### src/rtl/apb_master_ctrl.sv
// APB master: turns one cmd_valid/cmd_ready command into a SETUP/ACCESS transfer to one of three slaves.
// Latency: response 3 cycles after accept plus APB wait states; cmd_ready is low while a transfer is in flight.
module apb_master_ctrl #(
  parameter int unsigned TIMEOUT = 16
) (
  input  logic        hclk,
  input  logic        hresetn,
  input  logic        cmd_valid,
  output logic        cmd_ready,
  input  logic        cmd_write,
  input  logic [31:0] cmd_addr,
  input  logic [31:0] cmd_wdata,
  output logic        rsp_valid,
  output logic [31:0] rsp_rdata,
  output logic        rsp_err,
  output logic [2:0]  psel,
  output logic        penable,
  output logic        pwrite,
  output logic [31:0] paddr,
  output logic [31:0] pwdata,
  input  logic [31:0] prdata,
  input  logic        pready,
  input  logic        pslverr
);

  typedef enum logic [1:0] {
    IDLE   = 2'd0,
    SETUP  = 2'd1,
    ACCESS = 2'd2,
    DECERR = 2'd3
  } state_t;

  // Counter value at the start of the last ACCESS cycle allowed before abort.
  localparam logic [7:0] WAIT_LAST = 8'(TIMEOUT - 1);

  state_t      state;
  logic [7:0]  wait_cnt;
  logic [2:0]  sel_dec;

  // Each slave owns a 64 MiB window starting at 0x8000_0000.
  always_comb begin
    sel_dec = 3'b000;
    case (cmd_addr[31:26])
      6'b100000: sel_dec = 3'b001;
      6'b100001: sel_dec = 3'b010;
      6'b100010: sel_dec = 3'b100;
      default:   sel_dec = 3'b000;
    endcase
  end

  assign cmd_ready = (state == IDLE);

  always_ff @(posedge hclk or negedge hresetn) begin
    if (!hresetn) begin
      state     <= IDLE;
      wait_cnt  <= 8'd0;
      psel      <= 3'b000;
      penable   <= 1'b0;
      pwrite    <= 1'b0;
      paddr     <= 32'd0;
      pwdata    <= 32'd0;
      rsp_valid <= 1'b0;
      rsp_err   <= 1'b0;
      rsp_rdata <= 32'd0;
    end else begin
      rsp_valid <= 1'b0;
      rsp_err   <= 1'b0;
      rsp_rdata <= 32'd0;
      case (state)
        IDLE: begin
          if (cmd_valid) begin
            pwrite <= cmd_write;
            paddr  <= cmd_addr;
            pwdata <= cmd_wdata;
            if (sel_dec != 3'b000) begin
              psel  <= sel_dec;
              state <= SETUP;
            end else begin
              state <= DECERR;
            end
          end
        end
        SETUP: begin
          penable  <= 1'b1;
          wait_cnt <= 8'd0;
          state    <= ACCESS;
        end
        ACCESS: begin
          // A ready slave wins over a timeout landing in the same cycle.
          if (pready) begin
            psel      <= 3'b000;
            penable   <= 1'b0;
            state     <= IDLE;
            rsp_valid <= 1'b1;
            rsp_err   <= pslverr;
            rsp_rdata <= (!pwrite && !pslverr) ? prdata : 32'd0;
          end else if (wait_cnt == WAIT_LAST) begin
            wait_cnt  <= wait_cnt + 8'd1;
            psel      <= 3'b000;
            penable   <= 1'b0;
            state     <= IDLE;
            rsp_valid <= 1'b1;
            rsp_err   <= 1'b1;
          end else begin
            wait_cnt <= wait_cnt + 8'd1;
          end
        end
        DECERR: begin
          state     <= IDLE;
          rsp_valid <= 1'b1;
          rsp_err   <= 1'b1;
        end
        default: state <= IDLE;
      endcase
    end
  end

endmodule

### config.mk
export PLATFORM = sky130hd
export DESIGN_NAME = apb_master_ctrl
export DESIGN_NICKNAME = d
export VERILOG_FILES = /design/src/rtl/apb_master_ctrl.sv
export SDC_FILE = /design/constraint.sdc
export NUM_CORES = 1
export LEC_CHECK = 0
export ABC_AREA = 0
export CAP_MARGIN = 30
export CORE_ASPECT_RATIO = 0.5
export CORE_UTILIZATION = 37
export DETAILED_ROUTE_END_ITERATION = 7
export PLACE_DENSITY_LB_ADDON = 0.25
export SLEW_MARGIN = 25
export SYNTH_ARGS = -nofsm -noshare
export SYNTH_HDL_FRONTEND = slang
export SYNTH_SLANG_ARGS = --single-unit
export TNS_END_PERCENT = 5
### constraint.sdc
create_clock -name hclk -period 1.4 [get_ports hclk]
set_input_delay 0.21 -clock hclk [delete_from_list [all_inputs] [get_ports hclk]]
set_output_delay 0.21 -clock hclk [all_outputs]
set_load 0.05 [all_outputs]
==> impl_results.md, run 1 <==
- I/O pin cnt: 206
- Iter 0 DRT Violations: 123
- Slew headroom: 0.745
- Share of cells above drive strength 1: 0.437
- Final WS setup: -0.0568 ns
- Pre-CTS setup slack: -0.274 ns
- Leakage: 3.79 nW
- Avg Cell Area, Syn: 14.9 um2
- Mux contribution to synthesized area: 0.202
- Buffers on Ports: 205
- Pins Over Slew Limit: 0
- Crit-path max FO: 28
- # placed instances: 671
- Hold Vio Cnt, Final: 0
- WS Path Type: flip-flop to flip-flop
- CP required: 1.68 ns
- Minimum hold slack: 0.270 ns
- Fmax: 686 MHz
- Antenna Cells: 0
- Synth Register Bits: 113
- Layout Nets: 635
- Seq pwr share: 0.263
- Clock skew: 0.00701 ns
- Drt drc: 0
- Vias per cell: 4.61
- Synth Area in XOR/XNOR: 0
- Clk Tree Root Cell: clkbuf_16
- Synth top area share: 0.638
- Internal power: 13.6 mW
- Worst r2r src: state[0]
- DRT antenna net count: 0
- Reg2reg end: paddr[22]
- Largest net degree at the start of global routing: 33
- Std-Cell Core Area: 11300 um2
- CTS Buf Count: 17
- Largest family of logic cells by synthesized area: multiplexers
- Post-synth cell types: 37
- 1st-pass router iterations: 4
- Die height: 79.4 um
- Worst Setup End Kind: flip-flop
- Post-synthesis compound-gate area fraction: 0.0344
- CTS sink cnt: 113
- Mapped Nets: 401
- DRT Wirelength: 12200 um
- Mapped cell area: 4430 um2
- Reg2Reg Depth: 4
- HP Class: primary input to asynchronous set/reset pin
- Sequential area share after synthesis: 0.638
- Clock latency on the worst-skew pair: 0.40 ns
- Setup-failing EPs final: 52
- Die width: 157 um
- P_sw: 8.40 mW
- Peak supply drop: 1.34 mV
- Final Cycle Share: 1.04
- Combinational share of power: 0.530
- Total gr overflow: 0
- Synth Flop Type: dfrtp_1
- Worst Tran Pin Value: 0.382 ns
- CTS tree: built
- Synth-to-Final Area Change: 93.3%
- Most frequent cells after synthesis: 113 x dfrtp_1, 37 x mux2_2, 33 x and2_1
- Crit start category: flip-flop
- Initial core utilization: 0.392
- Total negative slack: -1.21 ns
- Switching Fraction: 0.383
- Reg2reg setup slack: -0.06 ns
- Clock buffer depth: 2
- Yosys warnings: 0
- DR vias: 3248
- Async S/R FF share, synth: 1.00
- Max-cap violation count: 0
- Die Footprint: 12500 um2
- Clock power share: 0.207
- Final cell count without fillers: 704
- Global-route wire length before repair: 18900 um
- Worst-path clk slew: 0.06 ns
- DP HPWL: 8960 um
- Simple-gate share of the synthesized area: 0.0945
- PD cells: 2560 nW/um2
- Vias in the first global route: 3419
- Post-Synthesis Cells: 298
- Initial antenna violation count: 0
- Failing checks: setup timing
- Arrival time worst endpoint: 1.74 ns
- Post-synth EDFFs: 0
- Top cells by area in the synthesized netlist: dfrtp_1 64%, mux2_4 10%, mux2_2 9.4%
- Yosys top cell by area: dfrtp_1
- Min Tclk post-route: 1.46 ns
- RePlAce Congestion: 0.851
- Routed WL per cell: 17.3 um
- RSZ-0062 raised after global routing: true
- # rows: 27
- Most common cell in the netlist: dfrtp_1
- Core Util, Final: 0.758
- CTS H-tree lvls: 4
- Status: complete, but fails checks
- Adder-cell area share of the yosys netlist: 0.00282
- GRT Total Usage: 0.208
## layout make-up
class                   count  area, um2
clock buffers              19        443
clock inverters            13        186
flip-flops and latches    113       2830
multi-input cells         168       1550
inverters                   1       3.75
fillers                   676       2740
well taps                 159        199
repair buffers            231       3360
## sequential cells by signal, summed over array words and instances, names as in the netlist
| name | count |
|---|---|
| rsp_err | 1 |
| pwrite | 1 |
| state | 2 |
| wait_cnt | 8 |
| pwdata | 32 |
| psel | 3 |
| rsp_valid | 1 |
| paddr | 32 |
| rsp_rdata | 32 |
| penable | 1 |
## kinds of logic (layout without fill, tap and decap cells)
logic type / count (synthesis) / after routing
flops: 113 / 113
mux: 70 / 70
fa+ha+maj: 1 / 1
buf+inv: 17 / 264
compound gates: 26 / 26
simple gates: 71 / 71
## cells in the final DEF, fill, tap and decap left out, types with 3 or more instances in the layout
master / instances
clkbuf_16: 17
mux2_4: 35
dfrtp_1: 113
o21ai_1: 5
clkinv_4: 3
buf_4: 20
mux2i_1: 3
mux2_2: 32
o21ai_0: 6
a21oi_1: 6
clkinvlp_4: 4
nand2_1: 14
buf_12: 110
clkdlybuf4s50_1: 100
nand3_1: 4
and2_1: 33
bufinv_16: 4
## stage by stage
stage | cell area (um2) | total power, mW
after detailed placement | 7870 | 17.3
after global routing | 8570 | 22.8
final | 8570 | 22.0
after global placement | 7870 | 17.1
after CTS | 8540 | 22.1
after floorplan | 4440 | 11.1
## worst max-delay path by stage
stage | cells past startpoint | from | to | slack (ns)
floorplan | 7 | state[1] | paddr[0] | -0.37
global placement | 6 | cmd_addr[31] | psel[2] | -0.26
detailed placement | 6 | cmd_addr[29] | psel[2] | -0.27
CTS | 4 | state[0] | paddr[22] | -0.06
global route | 4 | state[0] | paddr[22] | -0.11
finish | 4 | state[0] | paddr[22] | -0.06
## layer usage
metal	global-route usage	vias to the layer above	wire, um
li1	-	1503	-
met1	0.238	1644	4580
met2	0.375	87	6850
met3	0.0554	14	577
met4	0.0814	0	168
met5	0	-	0
## power by group through the flow
stage                     Combinational [mW]  Sequential [mW]  Clock, mW
final                                   11.6             5.77       4.54
after global routing                    12.0             5.93       4.82
after CTS                               11.7             5.78       4.63
after detailed placement                11.5             5.79          0
after global placement                  11.4             5.71          0
after floorplan                         2.27             8.85          0
## repair_timing
action / CTS / global route
gates resized for setup: 9 / 11
hold endpoints to repair: 23 / 0
pin swaps: 0 / 1
setup endpoints to repair: 64 / 88
setup buffers: 0 / 0
hold buffers: 1 / 0
## worst max-delay path, cell delays in order, from the launching register on
cell and delay [ns]:
dfrtp_1 0.41, nor2_4 0.13, and2_4 0.19, buf_12 0.22, mux2_2 0.36
Power figures use the tool's default switching activity.
==> run 2: changes to the inputs <==
--- a/config.mk
+++ b/config.mk
@@ -9,6 +9,7 @@
 export CAP_MARGIN = 30
 export CORE_ASPECT_RATIO = 0.5
 export CORE_UTILIZATION = 37
+export CTS_CLUSTER_DIAMETER = 60
 export DETAILED_ROUTE_END_ITERATION = 7
 export PLACE_DENSITY_LB_ADDON = 0.25
 export SLEW_MARGIN = 25
==> results of run 2 <==
No change in the layout: final DEF, timing and power equal those of run 1.
